## src/rtl/lsu_pkg.sv

```systemverilog
// Shared types for the load/store pipe: op codes, FSM states and completion-entry flags.
package lsu_pkg;

  typedef enum logic [3:0] {
    OP_LB = 4'd7,
    OP_LW = 4'd8,
    OP_SB = 4'd9,
    OP_SW = 4'd10
  } ls_op_e;

  typedef enum logic [1:0] {
    IDLE     = 2'd0,
    MEM_WAIT = 2'd1,
    DRAIN    = 2'd2
  } lsu_state_e;

  typedef struct packed {
    logic is_store;
    logic from_lsq;
    logic misalign;
  } cmp_flags_t;

  localparam int unsigned FLAG_W = $bits(cmp_flags_t);

endpackage

```

## src/rtl/lsu_cmp_fifo.sv

```systemverilog
// Completion FIFO: wrap-bit pointers, flush empties it, no push-through-pop bypass when full.
module lsu_cmp_fifo #(
  parameter int unsigned WIDTH = 8,
  parameter int unsigned DEPTH = 4
) (
  input  logic             clk,
  input  logic             rstn,
  input  logic             push,
  input  logic [WIDTH-1:0] wr_data,
  input  logic             pop,
  input  logic             flush,
  output logic [WIDTH-1:0] rd_data_c,
  output logic             full_c,
  output logic             empty_c
);

  localparam int unsigned PW = $clog2(DEPTH);
  localparam int unsigned CW = PW + 1;

  logic [CW-1:0]    wptr;
  logic [CW-1:0]    rptr;
  logic [WIDTH-1:0] mem [DEPTH];
  logic             do_push;
  logic             do_pop;

  assign empty_c   = (wptr == rptr);
  assign full_c    = (wptr[PW] != rptr[PW]) && (wptr[PW-1:0] == rptr[PW-1:0]);
  assign do_push   = push & ~full_c & ~flush;
  assign do_pop    = pop & ~empty_c & ~flush;
  // Head reads as zero while empty so stale entries never leak onto the bus.
  assign rd_data_c = empty_c ? '0 : mem[rptr[PW-1:0]];

  always_ff @(posedge clk or negedge rstn) begin
    if (!rstn) begin
      wptr <= '0;
      rptr <= '0;
    end else if (flush) begin
      wptr <= '0;
      rptr <= '0;
    end else begin
      if (do_push) wptr <= wptr + CW'(1);
      if (do_pop)  rptr <= rptr + CW'(1);
    end
  end

  always_ff @(posedge clk) begin
    if (do_push) mem[wptr[PW-1:0]] <= wr_data;
  end

endmodule

```

## src/rtl/lsu_pipe.sv

```systemverilog
// Load/store pipe: accepts LSQ ops, issues byte-enabled memory requests, waits for load
// data and queues completions toward the complete stage.
module lsu_pipe
  import lsu_pkg::*;
#(
  parameter int unsigned AW       = 32,
  parameter int unsigned DW       = 32,
  parameter int unsigned TAG_W    = 6,
  parameter int unsigned CQ_DEPTH = 4
) (
  input  logic               clk,
  input  logic               rstn,
  input  logic               issue_valid_i,
  output logic               issue_ready_o,
  input  logic [3:0]         issue_op_i,
  input  logic [TAG_W-1:0]   issue_tag_i,
  input  logic [31:0]        issue_pc_i,
  input  logic [AW-1:0]      issue_addr_i,
  input  logic [DW-1:0]      issue_sdata_i,
  input  logic               issue_fwd_hit_i,
  input  logic [DW-1:0]      issue_fwd_data_i,
  input  logic               flush_i,
  output logic               mem_req_o,
  output logic               mem_we_o,
  output logic [AW-1:0]      mem_addr_o,
  output logic [DW-1:0]      mem_wdata_o,
  output logic [DW/8-1:0]    mem_be_o,
  input  logic               mem_rvalid_i,
  input  logic [DW-1:0]      mem_rdata_i,
  output logic               cmp_valid_o,
  input  logic               cmp_ready_i,
  output logic [TAG_W-1:0]   cmp_tag_o,
  output logic [31:0]        cmp_pc_o,
  output logic [DW-1:0]      cmp_data_o,
  output logic               cmp_is_store_o,
  output logic               cmp_from_lsq_o,
  output logic               cmp_misalign_o
);

  localparam int unsigned LANES = DW / 8;
  localparam int unsigned OFF_W = $clog2(LANES);
  localparam int unsigned EW    = FLAG_W + TAG_W + 32 + DW;

  lsu_state_e       state;
  logic [TAG_W-1:0] cap_tag;
  logic [31:0]      cap_pc;
  logic [OFF_W-1:0] cap_off;
  logic             cap_lb;

  logic             cq_full;
  logic             cq_empty;
  logic             cq_push;
  logic             cq_pop;
  logic [EW-1:0]    push_entry;
  logic [EW-1:0]    head_entry;
  cmp_flags_t       push_flags;
  cmp_flags_t       head_flags;
  logic [TAG_W-1:0] push_tag;
  logic [31:0]      push_pc;
  logic [DW-1:0]    push_data;

  logic             accept;
  logic             is_lb, is_lw, is_sb, is_sw, is_load, is_store;
  logic             misal;
  logic             store_go;
  logic             miss_go;
  logic             acc_push;
  logic             load_done;
  logic [OFF_W-1:0] off;
  logic [7:0]       rbyte;

  assign issue_ready_o = (state == IDLE) & ~cq_full & ~flush_i;
  assign accept        = issue_valid_i & issue_ready_o;
  assign off           = issue_addr_i[OFF_W-1:0];

  assign is_lb    = (issue_op_i == OP_LB);
  assign is_lw    = (issue_op_i == OP_LW);
  assign is_sb    = (issue_op_i == OP_SB);
  assign is_sw    = (issue_op_i == OP_SW);
  assign is_load  = is_lb | is_lw;
  assign is_store = is_sb | is_sw;
  assign misal    = (is_lw | is_sw) & (off != '0);

  // Misaligned, forwarded and store ops complete at acceptance; only load misses touch memory for data.
  assign store_go  = accept & is_store & ~misal;
  assign miss_go   = accept & is_load & ~misal & ~issue_fwd_hit_i;
  assign acc_push  = accept & (misal | is_store | (is_load & issue_fwd_hit_i));
  assign load_done = (state == MEM_WAIT) & mem_rvalid_i & ~flush_i;
  assign rbyte     = mem_rdata_i[{cap_off, 3'b000} +: 8];

  always_comb begin
    push_flags = '0;
    push_tag   = issue_tag_i;
    push_pc    = issue_pc_i;
    push_data  = '0;
    if (load_done) begin
      push_tag  = cap_tag;
      push_pc   = cap_pc;
      push_data = cap_lb ? {{(DW-8){rbyte[7]}}, rbyte} : mem_rdata_i;
    end else if (misal) begin
      push_flags.misalign = 1'b1;
    end else if (is_store) begin
      push_flags.is_store = 1'b1;
    end else begin
      push_flags.from_lsq = 1'b1;
      push_data           = issue_fwd_data_i;
    end
  end

  assign push_entry = {push_flags, push_tag, push_pc, push_data};
  assign cq_push    = ~flush_i & (acc_push | load_done);
  assign cq_pop     = cmp_ready_i & ~cq_empty;

  lsu_cmp_fifo #(
    .WIDTH (EW),
    .DEPTH (CQ_DEPTH)
  ) u_cq (
    .clk       (clk),
    .rstn      (rstn),
    .push      (cq_push),
    .wr_data   (push_entry),
    .pop       (cq_pop),
    .flush     (flush_i),
    .rd_data_c (head_entry),
    .full_c    (cq_full),
    .empty_c   (cq_empty)
  );

  assign cmp_valid_o = ~cq_empty;
  assign {head_flags, cmp_tag_o, cmp_pc_o, cmp_data_o} = head_entry;
  assign cmp_is_store_o = head_flags.is_store;
  assign cmp_from_lsq_o = head_flags.from_lsq;
  assign cmp_misalign_o = head_flags.misalign;

  // FSM, captured load context and the registered one-cycle memory request.
  always_ff @(posedge clk or negedge rstn) begin
    if (!rstn) begin
      state       <= IDLE;
      mem_req_o   <= 1'b0;
      mem_we_o    <= 1'b0;
      mem_addr_o  <= '0;
      mem_wdata_o <= '0;
      mem_be_o    <= '0;
      cap_tag     <= '0;
      cap_pc      <= '0;
      cap_off     <= '0;
      cap_lb      <= 1'b0;
    end else begin
      mem_req_o   <= store_go | miss_go;
      mem_we_o    <= store_go;
      mem_addr_o  <= '0;
      mem_wdata_o <= '0;
      mem_be_o    <= '0;
      if (store_go | miss_go) begin
        mem_addr_o <= {issue_addr_i[AW-1:OFF_W], OFF_W'(0)};
        mem_be_o   <= '1;
        if (store_go) mem_wdata_o <= issue_sdata_i;
        if (store_go && is_sb) begin
          mem_be_o    <= LANES'(1) << off;
          mem_wdata_o <= {LANES{issue_sdata_i[7:0]}};
        end
      end
      if (miss_go) begin
        cap_tag <= issue_tag_i;
        cap_pc  <= issue_pc_i;
        cap_off <= off;
        cap_lb  <= is_lb;
      end
      case (state)
        IDLE:     if (miss_go) state <= MEM_WAIT;
        MEM_WAIT: begin
          if (mem_rvalid_i)  state <= IDLE;
          else if (flush_i)  state <= DRAIN;
        end
        DRAIN:    if (mem_rvalid_i) state <= IDLE;
        default:  state <= IDLE;
      endcase
    end
  end

endmodule

```

## config.mk

```make
export PLATFORM = sky130hd
export DESIGN_NAME = lsu_pipe
export DESIGN_NICKNAME = d
export VERILOG_FILES = /design/src/rtl/lsu_pkg.sv /design/src/rtl/lsu_cmp_fifo.sv /design/src/rtl/lsu_pipe.sv
export SDC_FILE = /design/constraint.sdc
export NUM_CORES = 1
export LEC_CHECK = 0
export ABC_CLOCK_PERIOD_IN_PS = 9390
export CORE_MARGIN = 2
export CORE_UTILIZATION = 50
export CTS_BUF_LIST = sky130_fd_sc_hd__clkbuf_4
export CTS_CLUSTER_DIAMETER = 100
export CTS_CLUSTER_SIZE = 24
export DETAILED_ROUTE_END_ITERATION = 10
export PLACE_DENSITY_LB_ADDON = 0.3
export RECOVER_POWER = 50
export SLEW_MARGIN = 10
export SYNTH_ARGS = -nofsm -noshare
export SYNTH_HDL_FRONTEND = slang
export SYNTH_HIERARCHICAL = 1
export SYNTH_SLANG_ARGS = --single-unit
```

## constraint.sdc

```tcl
create_clock -name clk -period 9.39 [get_ports clk]
set_input_delay 1.4085 -clock clk [delete_from_list [all_inputs] [get_ports clk]]
set_output_delay 1.4085 -clock clk [all_outputs]
set_load 0.02 [all_outputs]
```

=== Word level (Yosys, flattened, before mapping) ===
Memories as Yosys holds them, arrays and structs flattened.
Index checks and enable logic that the tools add are counted.

* Register bits: 119
* RAM bits: 292
* Bits of input ports: 177
* Word-level logic and storage cells: 96
* Memories kept: 1

{| class="wikitable"
|+ Memories
! memory !! words !! width !! read ports !! clocked after Yosys merged registers in !! write ports !! line !! text
|-
| u_cq.mem || 4 || 73 || 1 || 0 || 1 || lsu_cmp_fifo.sv:22 || <nowiki>logic [WIDTH-1:0] mem [DEPTH];</nowiki>
|}

* $add $sub $neg: 2
* Equal/unequal tests: 12
* Shift operators: 2
* Muxes and demuxes: 29
* Bitwise gates (word level): 31
* Reductions and logical operators: 7

{| class="wikitable"
|+ Operators by type and width
! operator !! count
|-
| $mux 32 || 9
|-
| $mux 73 || 1
|-
| $shiftx 32x6->8 || 1
|-
| $and 1x1->1 || 19
|-
| $mux 3 || 5
|-
| $eq 4x4->1 const B || 3
|-
| $mux 2 || 5
|-
| $mux 4 || 2
|-
| $or 1x1->1 || 7
|-
| $add 3x1->3 const B || 2
|-
| $mux 6 || 1
|-
| $pmux 2 s3 || 1
|-
| $reduce_bool 2->1 || 3
|-
| $mux 1 || 5
|-
| $not 1->1 || 5
|-
| $eq 4x3->1 const B || 1
|-
| $ne 2x2->1 const B || 2
|-
| $shl 1x2->4 const A || 1
|-
| $eq 3x3->1 || 1
|-
| $ne 3x3->1 const B || 1
|-
| $reduce_and 3->1 || 1
|-
| $eq 2x1->1 const B || 1
|-
| $eq 2x2->1 || 1
|-
| $eq 2x2->1 const B || 1
|-
| 3 further kinds || 4
|}

=== Depth between registers and ports, before layout ===
* Depth after elaboration: 13
* Depth in mapped cells: 9
* Gate-level depth less buffers: 8

=== Modules after synthesis ===
The synthesis kept the hierarchy.

{| class="wikitable"
|+ By module, submodules not included
! module !! times used !! cells an instance !! area an instance (um^2) !! sequential area each (um^2)
|-
| lsu_cmp_fifo || 1 || 528 || 11868.9 || 8918.6
|-
| lsu_pipe || 1 || 542 || 5465.2 || 2777.7
|}

=== Worst setup path after synthesis ===
OpenSTA, ideal clock, no wires.

* Path type: input to register
* Start point: input port issue_op_i[0]
* End point: memory u_cq/mem[0][0] (netlist name), enable pin
* Setup time: 0.609 ns
* Arrival: 8.018 ns
* Required time: 8.781 ns
* Setup slack: 0.763 ns
* Stages: 7
* Cell sequence: clkbuf_1 > nor3_1 > a211oi_2 > clkbuf_1 > a21oi_1 > nand2b_1 > nor3b_1

* Word-level cells in the longest chain between the ends: 12
* Elaborated cells on any way between the ends: 18
* Those cells by class: eq/ne (4); mux (2); bitwise (12)

{| class="wikitable"
|+ Ends and longest elaborated chain
! what !! line !! text
|-
| start: declaration || lsu_pipe.sv:15 || <nowiki>input logic [3:0] issue_op_i,</nowiki>
|-
| $eq 4x4->1, on equally long branches || lsu_pipe.sv:77, lsu_pipe.sv:79 ||
|-
| $or 1x1->1 || lsu_pipe.sv:82 || <nowiki>assign misal = (is_lw | is_sw) & (off != '0);</nowiki>
|-
| $and 1x1->1 || lsu_pipe.sv:82 ||
|-
| $or 1x1->1 || lsu_pipe.sv:87 || <nowiki>assign acc_push = accept & (misal | is_store | (is_load & issue_fwd_hit_i));</nowiki>
|-
| $or 1x1->1 (*) || lsu_pipe.sv:87 ||
|-
| $and 1x1->1 (*) || lsu_pipe.sv:87 ||
|-
| $or 1x1->1 (*) || lsu_pipe.sv:111 || <nowiki>assign cq_push = ~flush_i & (acc_push | load_done);</nowiki>
|-
| $and 1x1->1 (*) || lsu_pipe.sv:111 ||
|-
| net cq_push || lsu_pipe.sv:52 || <nowiki>logic cq_push;</nowiki>
|-
| $and 1x1->1 (*) (2 in a row) || lsu_cmp_fifo.sv:28 || <nowiki>assign do_push = push & ~full_c & ~flush;</nowiki>
|-
| $mux 1 (*) || lsu_cmp_fifo.sv:47 || <nowiki>if (do_push) mem[wptr[PW-1:0]] <= wr_data;</nowiki>
|-
| $mux 1 (implied by the code) (*) || lsu_cmp_fifo.sv:47 ||
|-
| end: declaration || lsu_cmp_fifo.sv:22 ||
|}

The timed path passes the listed nets; every way through them passes the cells marked *.

=== Worst setup path after layout ===
* Start point: register u_cq.rptr[0]
* End point: output port cmp_misalign_o

* Word-level cells in the longest chain between the ends: 2
* Elaborated cells on any way between the ends: 3
* Those cells by class: eq/ne (1); mux (1); memory (1)

{| class="wikitable"
|+ Ends and longest elaborated chain
! what !! line !! text
|-
| start: declaration || lsu_cmp_fifo.sv:21 || <nowiki>logic [CW-1:0] rptr;</nowiki>
|-
| start signal: assignment || lsu_cmp_fifo.sv:42 || <nowiki>if (do_pop) rptr <= rptr + CW'(1);</nowiki>
|-
| $eq 3x3->1 || lsu_cmp_fifo.sv:26 || <nowiki>assign empty_c = (wptr == rptr);</nowiki>
|-
| net cq_empty || lsu_pipe.sv:51 || <nowiki>logic cq_empty;</nowiki>
|-
| $mux 73 || lsu_cmp_fifo.sv:31 || <nowiki>assign rd_data_c = empty_c ? '0 : mem[rptr[PW-1:0]];</nowiki>
|-
| end: declaration || lsu_pipe.sv:37 || <nowiki>output logic cmp_misalign_o</nowiki>
|}

The timed path passes the listed nets, and every way through them passes these cells.

==> summary.md <==
| Metric | Value |
|---|---|
| Static Leak | 0.00785 uW |
| Final hold vios | 0 |
| Fillers | 2602 |
| Most common cell type on the critical path | buf_4 |
| Area of the die | 0.0362 mm2 |
| Max Clock Freq | 143 MHz |
| NumNets Final | 1538 |
| Register area share after synthesis | 0.675 |
| Skew final | 0.0486 ns |
| Initial antenna violation count | 2 |
| Setup_tns | 0 ns |
| Peak VDD IR | 0.000121 V |
| RR Startpoint | u_cq/rptr[0]$_DFFE_PN0P_ |
| Pwr dens | 175 mW/mm2 |
| Worst-skew pair later-pin latency | 0.74 ns |
| DRC viols | 0 |
| Min-delay worst type | flip-flop to flip-flop |
| Worst slew pin tran | 3.63 ns |
| CP max stage delay | 2.11 ns |
| Root Buffer | clkbuf_4 |
| Synth cell count leaders | 292 x edfxtp_1, 153 x nand2_1, 117 x dfrtp_1 |
| GPL Wtd Cong | 0.898 |
| Crit Path Category | flip-flop to output pin |
| Most frequent cell after synthesis | edfxtp_1 |
| Largest net degree at the start of global routing | 74 |
| RSZ-0062 raised after global routing | false |
| Fin cells | 1827 |
| Post CTS Setup Buffer Count | 0 |
| WP data arrival | 5.58 ns |
| DP Worst Slack | 3.33 ns |
| Max Slew Vio Count | 356 |
| Startpoint types | flip-flop |
| Placed cell area | 0.0208 mm2 |
| Worst setup margin | 2.40 ns |
| Clock buffer count from CTS | 21 |
| Grt ovf | 0 |
| Post-synthesis cell area | 0.0173 mm2 |
| CP cell instances | xor2_2, nor3_4, buf_4, buf_4, nor2b_1, clkdlybuf4s50_1 |
| Die Height | 190 um |
| H-tree levels | 1 |
| # hold bufs at CTS | 0 |
| Dpl hpwl | 26500 um |
| Peak fanout along the critical path | 49 |
| CTS Buffer Depth | 3 |
| Synthesized netlist cell count | 1070 |
| Port Buffer Count | 319 |
| Die width | 190 um |
| Row cnt | 68 |
| Clk sink count | 409 |
| Post-CTS Resized | 0 |
| DR vias/cell | 5.50 |
| Final hold slack | 0.537 ns |
| Synth top area share | 0.506 |
| CTS tree | done |
| Failing checks | max-capacitance violations, max-slew violations |
| Post-synth cell types | 58 |
| GRT Total Usage | 0.218 |
| DRT Wirelength | 39300 um |
| Via Count | 10000 |
| Layout area overhead | 21.4% |
| ANT nets after route | 0 |
| I/O Pins | 322 |
| Synth async-reset ratio | 0.286 |
| Share of post-route cells with drive strength above 1 | 0.147 |
| Synth Register Bits | 409 |
| First-pass GRT wire length | 59500 um |
| Synth area leader | edfxtp_1 |
| Ys flop type | edfxtp_1 |
| Final Setup Violations | 0 |
| Synth area leaders | edfxtp_1 51%, dfrtp_1 17%, mux4_2 9.6%, nand2_1 3.3%, mux2_4 3.3% |
| Wire per inst | 21.5 um |
| Initial core utilization | 0.504 |
| Period minus WS final | 6.99 ns |
| Hold path startpoint | state[1]$_DFFE_PN0P_ |
| Post-synth EDFFs | 292 |
| Drt first pass iters | 5 |
| Run status | finished with violations |
| DR iter-0 viols | 824 |
| CP endpoint kind | output pin |
| Crit-path slowest cell | dfrtp_1 |
| Relative slew margins | -1.42 |
| Yosys Warn Count | 6 |
| Placed Instances | 1788 |
| Final Cycle Share | 0.744 |
| Cell area after layout | 0.0210 mm2 |
| Core footprint | 0.0344 mm2 |
| Required time worst endpoint | 7.98 ns |
| Max-cap violations | 7 |
| Vias in the first global route | 10200 |
| Setup crit start | u_cq/rptr[0]$_DFFE_PN0P_ |
| Post-synthesis average cell area | 16.2 um2 |
| Worst-path clk slew | 0.23 ns |
-- critical path: cells and delay by family, from the launching register on --
kind / cells / cell delay (ns)
xor+xnor: 1 / 0.46
buf+inv: 3 / 1.77
flops: 1 / 2.11
simple gates: 2 / 0.38
-- per-stage QoR --
stage	power, uW	utilization
2_1_floorplan	2730	-
3_3_place_gp	3060	0.605
3_5_place_dp	3070	0.605
4_1_cts	3730	0.613
5_1_grt	3850	0.612
6_report	3690	0.612
-- worst paths after layout --
check | to | slack (ns) | cells after the start
max in group asynchronous | mem_wdata_o[12]$_DFF_PN0_ | 3.23 | 2
max | cmp_misalign_o | 2.40 | 6
max reg2reg | cap_pc[12]$_DFFE_PN0P_ | 3.19 | 6
min | state[0]$_DFFE_PN0P_ | 0.54 | 1
min reg2reg | state[0]$_DFFE_PN0P_ | 0.54 | 1
min in group asynchronous | cap_pc[23]$_DFFE_PN0P_ | 1.58 | 1
-- state kept, by name, summed over array words and instances (netlist names), 3 cells and up --
register and cells:
mem_addr_o 30, cap_tag 6, mem_be_o 4, u_cq/mem 292, mem_wdata_o 32, cap_pc 32, u_cq/wptr 3, u_cq/rptr 3
-- per-layer routing --
metal / track usage / vias up / part of all wire
met5: 0 / - / 0
met4: 0.0561 / 0 / 0.026
met3: 0.0454 / 47 / 0.069
met2: 0.384 / 366 / 0.52
met1: 0.275 / 5105 / 0.39
li1: - / 4528 / -
-- cell type report --
type / instances / area (um2) / share of cell area
flip-flops and latches: 409 / 11700 / 0.556
multi-input cells: 583 / 5180 / 0.246
repair buffers: 332 / 3270 / 0.155
well taps: 455 / 569 / 0.0271
clock buffers: 34 / 255 / 0.0121
inverters: 9 / 33.8 / 0.00161
clock inverters: 3 / 28.8 / 0.00137
diodes: 2 / 5.00 / 0.000238
-- logic make-up after synthesis --
logic type                 Yosys count  share of synthesized area
AOI/OAI and AO/OA                  126                     0.0476
muxes                              117                      0.132
xor gates and xnor gates             7                    0.00484
and+or+nand+nor                    326                      0.109
buffers and inverters               79                     0.0278
other                                1                   0.000216
DFF                                409                      0.675
adders and majority gates            5                    0.00361
-- where the power goes --
part / total, uW / switching, uW / internal [uW]
logic: 955 / 454 / 502
clock network: 669 / 499 / 170
registers: 2070 / 71.1 / 1990
total: 3690 / 1020 / 2670
-- cells in the final DEF, fill, tap and decap left out, types with 15 or more instances in the layout --
cell / count
dfrtp_1: 116
mux4_2: 74
nor2b_4: 29
clkbuf_4: 34
and2_0: 23
mux2_4: 38
nand2_1: 152
dlygate4sd3_1: 69
clkdlybuf4s50_1: 249
o2bb2ai_1: 31
and2_1: 19
nor2b_1: 48
o21ai_0: 20
nand2b_1: 15
edfxtp_1: 292
a21oi_1: 44
(Power assumes the default switching activity.)
